File: config.mk
export PLATFORM = sky130hd
export DESIGN_NAME = dmem_arbiter
export DESIGN_NICKNAME = d
export VERILOG_FILES = /design/src/rtl/dmem_arbiter.sv
export SDC_FILE = /design/constraint.sdc
export NUM_CORES = 1
export LEC_CHECK = 0
export ABC_AREA = 1
export CAP_MARGIN = 25
export CORE_ASPECT_RATIO = 0.5
export CORE_MARGIN = 4
export CORE_UTILIZATION = 45
export DETAILED_ROUTE_END_ITERATION = 10
export PLACE_DENSITY = 0.93
export SETUP_SLACK_MARGIN = 0.5
export SLEW_MARGIN = 30
export SYNTH_ARGS = -nofsm -noshare
export SYNTH_HDL_FRONTEND = slang
export SYNTH_SLANG_ARGS = --single-unit
File: constraint.sdc
create_clock -name clk -period 1.9 [get_ports clk]
set_input_delay 0.38 -clock clk [delete_from_list [all_inputs] [get_ports clk]]
set_output_delay 0.38 -clock clk [all_outputs]
set_load 0.05 [all_outputs]
File: src/rtl/dmem_arbiter.sv
// dmem_arbiter: two-requester round-robin arbiter in front of a single-port data memory.
// Each access runs IDLE -> ACCESS -> RESP; illegal size/alignment completes with err=1.
`default_nettype none

module dmem_arbiter #(
  parameter int ADDR_WIDTH = 32,
  parameter int DATA_WIDTH = 32
) (
  input  logic                  clk,
  input  logic                  rst_n,
  input  logic                  req0,
  input  logic                  req1,
  input  logic                  we0,
  input  logic                  we1,
  input  logic [2:0]            funct3_0,
  input  logic [2:0]            funct3_1,
  input  logic [ADDR_WIDTH-1:0] addr0,
  input  logic [ADDR_WIDTH-1:0] addr1,
  input  logic [DATA_WIDTH-1:0] wdata0,
  input  logic [DATA_WIDTH-1:0] wdata1,
  output logic                  gnt0,
  output logic                  gnt1,
  output logic                  rvalid0,
  output logic                  rvalid1,
  output logic [DATA_WIDTH-1:0] rdata,
  output logic                  err,
  output logic                  mem_wr_en,
  output logic [2:0]            mem_funct3,
  output logic [ADDR_WIDTH-1:0] mem_addr,
  output logic [DATA_WIDTH-1:0] mem_wr_data,
  input  logic [DATA_WIDTH-1:0] mem_rd_data
);

  typedef enum logic [1:0] {
    IDLE   = 2'd0,
    ACCESS = 2'd1,
    RESP   = 2'd2
  } state_t;

  state_t                  state_q, state_d;
  logic                    last_grant_q, last_grant_d;
  logic                    id_q, id_d;
  logic                    we_q, we_d;
  logic [2:0]              funct3_q, funct3_d;
  logic [ADDR_WIDTH-1:0]   addr_q, addr_d;
  logic [DATA_WIDTH-1:0]   wdata_q, wdata_d;
  logic [DATA_WIDTH-1:0]   rdata_q, rdata_d;
  logic                    err_q, err_d;
  logic                    rvalid0_q, rvalid0_d;
  logic                    rvalid1_q, rvalid1_d;
  logic                    pick1;
  logic                    size_ok;
  logic                    align_ok;
  logic                    legal;
  logic                    in_access;

  // lbu (100) is load-only; word accesses must be naturally aligned.
  always_comb begin
    if (we_q) size_ok = (funct3_q == 3'b000) || (funct3_q == 3'b010);
    else      size_ok = (funct3_q == 3'b000) || (funct3_q == 3'b010) || (funct3_q == 3'b100);
    align_ok = !((funct3_q == 3'b010) && (addr_q[1:0] != 2'b00));
    legal    = size_ok && align_ok;
  end

  always_comb begin
    state_d      = state_q;
    last_grant_d = last_grant_q;
    id_d         = id_q;
    we_d         = we_q;
    funct3_d     = funct3_q;
    addr_d       = addr_q;
    wdata_d      = wdata_q;
    rdata_d      = rdata_q;
    err_d        = err_q;
    rvalid0_d    = 1'b0;
    rvalid1_d    = 1'b0;
    gnt0         = 1'b0;
    gnt1         = 1'b0;
    // Requester 1 wins a tie only when requester 0 was granted last.
    pick1        = req1 && (!req0 || !last_grant_q);
    case (state_q)
      IDLE: begin
        if (req0 || req1) begin
          gnt0         = !pick1;
          gnt1         = pick1;
          id_d         = pick1;
          last_grant_d = pick1;
          we_d         = pick1 ? we1      : we0;
          funct3_d     = pick1 ? funct3_1 : funct3_0;
          addr_d       = pick1 ? addr1    : addr0;
          wdata_d      = pick1 ? wdata1   : wdata0;
          state_d      = ACCESS;
        end
      end
      ACCESS: begin
        rdata_d   = (legal && !we_q) ? mem_rd_data : '0;
        err_d     = !legal;
        rvalid0_d = !id_q;
        rvalid1_d = id_q;
        state_d   = RESP;
      end
      RESP:    state_d = IDLE;
      default: state_d = IDLE;
    endcase
  end

  always_ff @(posedge clk or negedge rst_n) begin
    if (!rst_n) begin
      state_q      <= IDLE;
      last_grant_q <= 1'b1;
      id_q         <= 1'b0;
      we_q         <= 1'b0;
      funct3_q     <= 3'b000;
      addr_q       <= '0;
      wdata_q      <= '0;
      rdata_q      <= '0;
      err_q        <= 1'b0;
      rvalid0_q    <= 1'b0;
      rvalid1_q    <= 1'b0;
    end else begin
      state_q      <= state_d;
      last_grant_q <= last_grant_d;
      id_q         <= id_d;
      we_q         <= we_d;
      funct3_q     <= funct3_d;
      addr_q       <= addr_d;
      wdata_q      <= wdata_d;
      rdata_q      <= rdata_d;
      err_q        <= err_d;
      rvalid0_q    <= rvalid0_d;
      rvalid1_q    <= rvalid1_d;
    end
  end

  // Memory port is decoded from the state flop so an async reset silences it at once.
  assign in_access   = (state_q == ACCESS);
  assign mem_wr_en   = in_access && we_q && legal;
  assign mem_funct3  = in_access ? funct3_q : 3'b000;
  assign mem_addr    = in_access ? addr_q   : '0;
  assign mem_wr_data = in_access ? wdata_q  : '0;
  assign rdata       = rdata_q;
  assign err         = err_q;
  assign rvalid0     = rvalid0_q;
  assign rvalid1     = rvalid1_q;

endmodule

`default_nettype wire

==> results.py, run 1 <==
metrics = {
    "status": {
        "status": "finished, violations left",
        "violations": "negative hold slack, negative setup slack",
    },
    "timing": {
        "slew_viol_final": 0,
        "timing.hold.ws_ns": -0.002068,
        "final-setup-viol-count": 82,
        "max_freq_ghz": 0.4835,
        "slew_headroom": 0.6217,
        "fin_crit_ns": 2.068,
        "finClkSkew_ns": 0.01934,
        "worst_pin_slew_ns": 0.5675,
        "fin_ws_ns": -0.1682,
        "hold_viol_final": 6,
        "rsz0062_at_grt": "true",
        "min_period_over_period": 1.089,
        "fin_tns_setup_ns": -5.391,
    },
    "floorplanning": {
        "start_util": 0.4652,
        "die_w_microns": 170.5,
        "io_pins": 277,
        "core_area_sq_um": 12770,
        "fp-row-count": 29,
        "die_y_microns": 89.26,
        "dieArea_sq_um": 15220,
    },
    "pwr": {
        "p_leak_nw": 6.032,
        "p_total_mw": 21.27,
        "p_per_area_nw_per_um2": 1777,
        "max-vdd-ir-drop_uv": 1327,
    },
    "placement": {
        "globalplace.congestion": 0.8429,
        "post_dp_cell_area_sq_um": 9579,
        "numPortBuffers": 276,
        "hpwl_mm": 14.82,
    },
    "worst_setup_path": {
        "critical_path_class": "reg -> out",
        "crit_arrival_ns": 1.69,
        "required_ns": 1.52,
        "path_max_fanout": 2,
        "crit_path_end_kind": "primary output",
        "crit_path_start_kind": "register",
    },
    "logic_synthesis": {
        "syn_area_sq_um": 5942,
        "synth_nets": 1062,
        "yosysWarnings": 0,
        "netlist_instances": 890,
        "synthDistinctLibCells": 20,
        "avgSynthCellArea_sq_um": 6.676,
        "ys_seq_area_frac": 0.4508,
        "ys_ff_latch": 107,
    },
    "routing": {
        "drt-initial-drc-count": 1290,
        "drc": 0,
        "first_pass_iters": 6,
        "vias": 8540,
        "avgRoutedWirePerCell_microns": 28.78,
        "ant_nets": 0,
        "drt-total-wl_mm": 39.29,
        "vias_per_cell": 6.256,
    },
    "layout": {
        "final_common_cell": "nand2_1",
        "diodes": 0,
        "drive_gt1_frac": 0.3431,
        "final_cell_mix": "nand2_1 (210), inv_1 (168), clkdlybuf4s50_1 (168), dfrtp_1 (104), buf_12 (85)",
        "syn_to_final_growth_pct": 101.4,
        "stdcell_area_sq_um": 11970,
        "final_nets": 1362,
        "fin_util": 0.9369,
    },
    "clocking": {
        "clkLatencyLatePin_ns": 0.38,
        "ctsHtreeMaxLevel": 3,
        "cts_num_sinks": 107,
        "cts_tree": "yes",
        "root_buffer": "clkbuf_16",
        "holdBufCountCts": 0,
        "clock_path_buffers": 2,
        "cts_buffers": 9,
        "clk_pin_slew_ns": 0.09,
    },
    "min_path": {
        "hold_class": "in -> async",
    },
    "grt": {
        "grt_max_degree": 41,
        "grtUsageTotal": 0.3834,
        "overflow": 0,
        "antenna_found_initial": 0,
        "grt_pass1_wl_mm": 44.22,
        "grt_pass1_vias": 8004,
    },
    "run": {
        "maxCapViolCount": 0,
    },
}
## routing by layer
metal | share of wire | GRT usage | vias up
met1 | 0.32 | 0.4131 | 3952
met5 | 0.0011 | 0 | -
li1 | - | - | 3180
met4 | 0.11 | 0.3210 | 2
met3 | 0.14 | 0.1131 | 391
met2 | 0.43 | 0.6397 | 1015
## final cells by class
type | count | area, sq um
repair buffers | 337 | 4542
multi-input cells | 559 | 3575
flip-flops and latches | 107 | 2681
fillers | 346 | 805.8
inverters | 176 | 673.1
clock buffers | 9 | 225.2
well taps | 170 | 212.7
clock inverters | 7 | 57.56
## power breakdown
group	internal, mW	switching (mW)
Combinational	5.90	9.00
Sequential	3.19	1.21
Clock	0.917	1.05
Total	10.0	11.3
## sequential cells by signal (all words and copies together), names as in the netlist
signal,cells
id_q,1
we_q,1
rvalid1,1
err,1
funct3_q,3
state_q,2
rdata,32
rvalid0,1
wdata_q,32
last_grant_q,1
addr_q,32
## worst max-delay path, cell delays in order, from the launching register on
cell and delay, ns:
dfrtp_2 0.43, inv_2 0.09, nor2_2 0.37, nor2_4 0.09, nand2_2 0.13, nor2_4 0.06
buf_12 0.15
## cell usage after synthesis, drive strengths merged
library cell	n	area (sq um)
buf	47	325.3
clkbuf	3	11.26
clkinv	1	5.000
dfrtp	106	2653
dfstp	1	26.28
inv	175	656.9
nand2	328	1236
nand3	33	165.2
nor2	125	495.5
o21ai	70	361.6
or2	1	6.260
## path summary, 6_finish.rpt
| path | startpoint | endpoint | slack [ns] | cells past startpoint |
|---|---|---|---|---|
| max | funct3_q[1]$_DFFE_PN0P_ | mem_wr_en | -0.17 | 6 |
| min | rst_n | addr_q[27]$_DFFE_PN0P_ | -0.002 | 1 |
| max reg2reg | state_q[0]$_DFFE_PN0P_ | addr_q[25]$_DFFE_PN0P_ | -0.10 | 11 |
| min reg2reg | wdata_q[20]$_DFFE_PN0P_ | wdata_q[20]$_DFFE_PN0P_ | 0.50 | 2 |
| max in group asynchronous | rst_n | wdata_q[3]$_DFFE_PN0P_ | 1.35 | 2 |
| min in group clk | wdata_q[20]$_DFFE_PN0P_ | wdata_q[20]$_DFFE_PN0P_ | 0.50 | 2 |
## per-stage QoR
step                      setup slack, ns  cells
final                             -0.1682   1365
after global routing              -0.1495   1365
after CTS                         0.02791   1350
after detailed placement         -0.04502   1306
after global placement            0.03059   1306
after floorplan                    0.1003    890
## timing repair
action	CTS	global route
setup endpoints to repair	176	178
resized for setup	297	226
cloned	16	9
pin swaps	18	53
setup buffers	12	6
## logic make-up after synthesis
family | count (synthesis) | synth area share
flip-flops | 107 | 0.4508
AND/OR/NAND/NOR | 487 | 0.3203
AO/OA/AOI/OAI | 70 | 0.06086
buffers and inverters | 226 | 0.1680
No activity file was read; power rests on OpenSTA's default activity.
==> run 2: changes to the inputs <==
Settings changed: GPL_ROUTABILITY_DRIVEN set to 0.
==> results of run 2 <==
No change in the layout: final DEF, timing and power equal those of run 1.
